**src/rtl/sisc_mem_arbiter.sv**
```systemverilog
// Round-robin arbiter and wait-state sequencer that shares the SISC single-ported
// memory between instruction fetch and LOD/STR data accesses.
module sisc_mem_arbiter #(
  parameter int AW   = 16,
  parameter int DW   = 32,
  parameter int WAIT = 2
) (
  input  logic          clk,
  input  logic          rst_f,
  input  logic          if_req,
  input  logic [AW-1:0] if_addr,
  output logic          if_done,
  output logic [DW-1:0] if_rdata,
  input  logic          ds_req,
  input  logic          ds_we,
  input  logic [AW-1:0] ds_addr,
  input  logic [DW-1:0] ds_wdata,
  output logic          ds_done,
  output logic [DW-1:0] ds_rdata,
  output logic          mem_en,
  output logic          mem_we,
  output logic [AW-1:0] mem_addr,
  output logic [DW-1:0] mem_wdata,
  input  logic [DW-1:0] mem_rdata,
  output logic          busy
);

  typedef enum logic [1:0] {
    IDLE   = 2'd0,
    ACCESS = 2'd1,
    DONE   = 2'd2
  } state_t;

  state_t        state_q;
  logic [3:0]    waitCnt_q;
  logic          ownerData_q;
  logic          lastData_q;
  logic          ifDone_q;
  logic          dsDone_q;
  logic          memEn_q;
  logic          memWe_q;
  logic          busy_q;
  logic [AW-1:0] memAddr_q;
  logic [DW-1:0] memWdata_q;
  logic [DW-1:0] ifRdata_q;
  logic [DW-1:0] dsRdata_q;
  logic          grantData;

  // On a tie the data port wins only when fetch was the last one served.
  assign grantData = ds_req && (!if_req || !lastData_q);

  always_ff @(posedge clk or negedge rst_f) begin
    if (!rst_f) begin
      state_q     <= IDLE;
      waitCnt_q   <= '0;
      ownerData_q <= 1'b0;
      lastData_q  <= 1'b1;
      ifDone_q    <= 1'b0;
      dsDone_q    <= 1'b0;
      memEn_q     <= 1'b0;
      memWe_q     <= 1'b0;
      busy_q      <= 1'b0;
      memAddr_q   <= '0;
      memWdata_q  <= '0;
      ifRdata_q   <= '0;
      dsRdata_q   <= '0;
    end else begin
      ifDone_q <= 1'b0;
      dsDone_q <= 1'b0;
      case (state_q)
        IDLE: begin
          if (if_req || ds_req) begin
            ownerData_q <= grantData;
            memAddr_q   <= grantData ? ds_addr : if_addr;
            memWe_q     <= grantData && ds_we;
            memWdata_q  <= grantData ? ds_wdata : '0;
            waitCnt_q   <= 4'(WAIT);
            memEn_q     <= 1'b1;
            busy_q      <= 1'b1;
            state_q     <= ACCESS;
          end
        end
        ACCESS: begin
          if (waitCnt_q != 4'd0) begin
            waitCnt_q <= waitCnt_q - 4'd1;
          end else begin
            // Final wait cycle: memory data is valid on this edge.
            if (ownerData_q) begin
              if (!memWe_q) dsRdata_q <= mem_rdata;
              dsDone_q <= 1'b1;
            end else begin
              ifRdata_q <= mem_rdata;
              ifDone_q  <= 1'b1;
            end
            lastData_q <= ownerData_q;
            memEn_q    <= 1'b0;
            memWe_q    <= 1'b0;
            state_q    <= DONE;
          end
        end
        DONE: begin
          busy_q  <= 1'b0;
          state_q <= IDLE;
        end
        default: begin
          memEn_q <= 1'b0;
          memWe_q <= 1'b0;
          busy_q  <= 1'b0;
          state_q <= IDLE;
        end
      endcase
    end
  end

  assign if_done   = ifDone_q;
  assign ds_done   = dsDone_q;
  assign if_rdata  = ifRdata_q;
  assign ds_rdata  = dsRdata_q;
  assign mem_en    = memEn_q;
  assign mem_we    = memWe_q;
  assign mem_addr  = memAddr_q;
  assign mem_wdata = memWdata_q;
  assign busy      = busy_q;

endmodule
```
**config.mk**
```make
export PLATFORM = sky130hd
export DESIGN_NAME = sisc_mem_arbiter
export DESIGN_NICKNAME = d
export VERILOG_FILES = /design/src/rtl/sisc_mem_arbiter.sv
export SDC_FILE = /design/constraint.sdc
export NUM_CORES = 1
export LEC_CHECK = 0
export ABC_AREA = 1
export BUFFER_PORTS_ARGS = -buffer_cell sky130_fd_sc_hd__buf_2
export CAP_MARGIN = 0
export CORE_AREA = 2 2 124 114
export CTS_CLUSTER_SIZE = 30
export DETAILED_ROUTE_END_ITERATION = 16
export DIE_AREA = 0 0 126 116
export HOLD_SLACK_MARGIN = 0.15
export PLACE_DENSITY = 0.7
export RECOVER_POWER = 25
export SYNTH_ARGS = -nofsm -noshare
export SYNTH_HDL_FRONTEND = slang
export SYNTH_SLANG_ARGS = --single-unit
```
**constraint.sdc**
```tcl
create_clock -name clk -period 3.4 [get_ports clk]
set_input_delay 0.51 -clock clk [delete_from_list [all_inputs] [get_ports clk]]
set_output_delay 0.51 -clock clk [all_outputs]
set_load 0.01 [all_outputs]
```
Word level (Yosys, flattened, before mapping)
Index checks and enable logic that the tools add are counted.
- word-level logic and storage cells: 61
- register bits: 125
- input bits: 101
- output and inout bits: 117
- add/sub/neg operators: 1
- reductions and logical operators: 17
- eq/ne operators: 5
- mux-type cells: 20
- bitwise operators: 5
- operators by type and width (cell ; count):
    32-bit 2-to-1 mux ; 1
    16-bit 2-to-1 mux ; 1
    1-bit 2-to-1 mux ; 9
    3-bit AND reduction ; 3
    4-bit 2-to-1 mux ; 2
    4-bit one-hot mux with 2 select lines ; 1
    2-bit AND reduction ; 4
    2-bit inequality test (second input constant) ; 3
    1-bit one-hot mux with 3 select lines ; 2
    1-bit inverter ; 5
    2-bit 2-to-1 mux ; 2
    2-bit one-hot mux with 2 select lines ; 1
    4-bit AND reduction ; 1
    4-bit nonzero test ; 1
    4-bit by 1-bit subtractor with 4-bit output (second input constant) ; 1
    2-bit by 1-bit equality test with 1-bit output (second input constant) ; 1
    2-bit equality test (second input constant) ; 1
    1-bit logical AND ; 2
    1-bit logical NOT ; 2
    2-bit logical NOT ; 1
    1-bit logical OR ; 2
    1-bit one-hot mux with 2 select lines ; 1
    2-bit nonzero test ; 1

Depth between registers and ports, before layout
- depth in word-level cells: 6
- depth in mapped cells: 9
- mapped depth without buffers: 8

Worst setup path before layout
No wires, ideal clock.
- path type: reg-to-reg
- from: reg waitCnt_q[0]
- to: reg dsRdata_q[10], in the netlist ds_rdata[10]
- setup slack: 1.987 ns
- data required time: 3.284 ns
- cell stages (with the launch flop): 9
- clock period less this slack: 1.413 ns
- buffers on the path: 1
- arrival: 1.297 ns
- cells stage by stage: dfrtp_1 inv_1 ha_1 nand2_2 nor2_8 nand3_2 buf_6 nand2_1 nand2_1
- longest elaborated chain between the ends: 3
- RTL lines (element ; line ; RTL):
    start: declaration ; 35 ; logic [3:0] waitCnt_q;
    start signal: assignment ; 77 ; waitCnt_q <= 4'(WAIT);
    start signal: assignment ; 85 ; waitCnt_q <= waitCnt_q - 4'd1;
    4-bit nonzero test ; 84 ; if (waitCnt_q != 4'd0) begin
    1-bit inverter (no source line) ; - ;
    4-bit AND reduction (no source line) ; - ;
    end signal: assignment ; 89 ; if (!memWe_q) dsRdata_q <= mem_rdata;
    end: declaration ; 46 ; logic [DW-1:0] dsRdata_q;
No other way between the ends.
A chain may end at the register's enable or synchronous reset.

Worst setup path in the final report
- from: reg waitCnt_q[0]
- to: reg dsRdata_q[6], in the netlist ds_rdata[6]
The elaborated chain is that of the path after synthesis.

==> impl_metrics.tcl <==
set metrics [dict create \
    outcome "finished, violations left" \
    violations "max-capacitance violations, max-slew violations" \
    grt_max_degree 66 \
    synth_xor_area_frac 0 \
    routed_wl_um 12400 \
    synth_edf_count 0 \
    ys_warn_count 0 \
    grt_pass1_vias 4046 \
    cts_max_level 4 \
    drt-initial-drc-count 180 \
    cpMostUsedCell "nand2_1" \
    maxSlewViolCount 60 \
    critPathBufInv 1 \
    fin_crit_ns 2.07 \
    grt_pass1_wl_um 20100 \
    irDropWorstVdd_mv 0.418 \
    synthAdderAreaFrac 0.00251 \
    cp.depth 7 \
    finClkSkew_ns 0.0130 \
    crit_chain "inv_1, ha_1, nand2_2, nor2_8, nand3_2, nand2_1, nand2_1" \
    pin_count 218 \
    rsz0062_at_grt "false" \
    layout_commonest_cell "nand2_1" \
    hold_buffers 0 \
    tightest_slew_ns 1.51 \
    dp_hpwl_um 8550 \
    synth_compound_area_frac 0.0387 \
    post_cts_resize_count 0 \
    avgViaCountPerCell 4.50 \
    dieArea_um2 14600 \
    row_count 40 \
    powerDensity_nw_per_um2 1040 \
    crit_path_start_kind "register" \
    synth_ff_type "dfrtp_1" \
    cts_sinks 125 \
    synthesis.instances 558 \
    worstPathRequired_ns 3.68 \
    die_w_um 126 \
    relSlewSlack -0.00576 \
    slowest_stage "nand3_2" \
    root_buffer "clkbuf_16" \
    critPathKind "reg -> reg" \
    crit_fanout 32 \
    cts_inserted_buffers 17 \
    cp.arrival_ns 2.35 \
    layout.filler_cells 1268 \
    gr-total-overflow 0 \
    dieHeight_um 116 \
    ys_types 25 \
    fin_nets 876 \
    drive_gt1_frac 0.337 \
    cts_buffer_depth 2 \
    syn_nets 660 \
    async_flop_share 1.00 \
    start_util 0.377 \
    synth_area_um2 4980 \
    reg2reg_depth 7 \
    synth-seq-area-share 0.629 \
    yosys.area_share.simple 0.287 \
    end_kind "register" \
    port-buffer-count 217 \
    clk_latency_ns 0.41 \
    synthMuxAreaShare 0 \
    min_path_type "in -> reg" \
    place.gp.congestion 0.783 \
    antenna_found_initial 0 \
    setup_tns_ns 0 \
    synth_top_family_by_area "simple AND/OR/NAND/NOR gates" \
    clk_pin_slew_ns 0.05 \
    leakage_uw 0.00387 \
    post-route-period-util 0.608 \
    post-cts-setup-buffers 0 \
    wl_per_cell_um 13.0 \
    fp.coreArea_um2 13200 \
    p_total_uw 7030 \
    maxCapViolations 1 \
    ant_nets 0 \
    n_antenna_cell 0 \
    cts_tree "done" \
    syn_avg_cell_area_um2 8.92 \
    grt_usage 0.175 \
    clock.fmax_mhz 484 \
    drc 0 \
    syn2layout_area_growth_pct 36.0 \
    final_cell_mix "nand2_1, buf_2, dfrtp_1" \
    ys_ff_latch 125 \
    setup_viol 0 \
    via_count 4293 \
    hold_violations 0 \
    whs_ns 0.299 \
    whs_path_depth 3 \
    dr.pass1.iters 4 \
    max_stage_delay_ns 0.56 \
    cpLargestDelayFamily "simple AND/OR/NAND/NOR gates" \
]
## metal layers
| metal | wire [um] | vias to the layer above | track usage |
|---|---|---|---|
| met4 | 140 | 0 | 0.0681 |
| met5 | 0 | - | 0 |
| met2 | 5730 | 147 | 0.268 |
| li1 | - | 2143 | - |
| met3 | 864 | 13 | 0.0633 |
| met1 | 5690 | 1990 | 0.228 |
## where the power goes
| part | internal (uW) | switching (uW) |
|---|---|---|
| Clock | 1300 | 601 |
| Combinational | 953 | 1510 |
| Sequential | 2240 | 416 |
| Total | 4500 | 2530 |
## flip-flops by register name, summed over array words and instances, names as in the netlist
signal       flops
ds_rdata        32
if_rdata        32
mem_wdata       32
mem_addr        16
waitCnt_q        4
state_q          2
busy             1
ds_done          1
if_done          1
lastData_q       1
mem_en           1
mem_we           1
ownerData_q      1
## kinds of logic after synthesis
family | after synthesis
buffers and inverters | 35
DFF | 125
and+or+nand+nor | 359
adders and majority gates | 1
AOI/OAI and AO/OA | 38
## synthesized netlist by cell type (2+ instances only)
master / n / area share
inv_2: 4 / 0.0030
o21ai_1: 16 / 0.016
nand2_2: 4 / 0.0050
buf_2: 12 / 0.012
inv_1: 7 / 0.0053
nand2_1: 319 / 0.24
a21oi_1: 2 / 0.0020
nor2_1: 24 / 0.018
dfrtp_1: 124 / 0.62
o21ai_0: 19 / 0.019
buf_6: 9 / 0.020
clkbuf_1: 2 / 0.0015
nor2_2: 2 / 0.0025
nand2_4: 2 / 0.0045
nand4_1: 2 / 0.0025
## stage by stage
step	area, um2	worst slack [ns]	util	std cells
4_1_cts	6770	1.33	0.513	955
3_3_place_gp	6140	1.41	0.465	923
2_1_floorplan	4980	1.99	-	558
5_1_grt	6770	1.18	0.512	955
6_report	6770	1.33	0.512	955
3_5_place_dp	6140	1.35	0.465	923
## path summary, 6_finish.rpt
kind	from	slack, ns	to
worst max-delay path	waitCnt_q[0]	1.33	ds_rdata[6]
min in group asynchronous	rst_f	0.46	mem_wdata[20]
max in group asynchronous	rst_f	1.90	ds_rdata[15]
worst max register to register	waitCnt_q[0]	1.33	ds_rdata[6]
worst min register to register	mem_wdata[20]	0.46	mem_wdata[20]
worst min-delay path	ds_wdata[1]	0.30	mem_wdata[1]
## area by class of cell
| type | instances | area (um2) | share of cell area |
|---|---|---|---|
| sequential | 125 | 3130 | 0.462 |
| clock inverter | 6 | 130 | 0.0192 |
| inverter | 12 | 47.5 | 0.00702 |
| multi-input combinational | 398 | 1630 | 0.241 |
| tap | 168 | 210 | 0.0310 |
| clock buffer | 26 | 499 | 0.0737 |
| timing repair buffer | 220 | 1120 | 0.166 |
## worst min-delay path, delay by kind of cell
family                 cells  cell delay [ns]
and+or+nand+nor            2             0.09
buffers and inverters      1             0.07
Note: power is estimated with default switching activity, not from simulation.
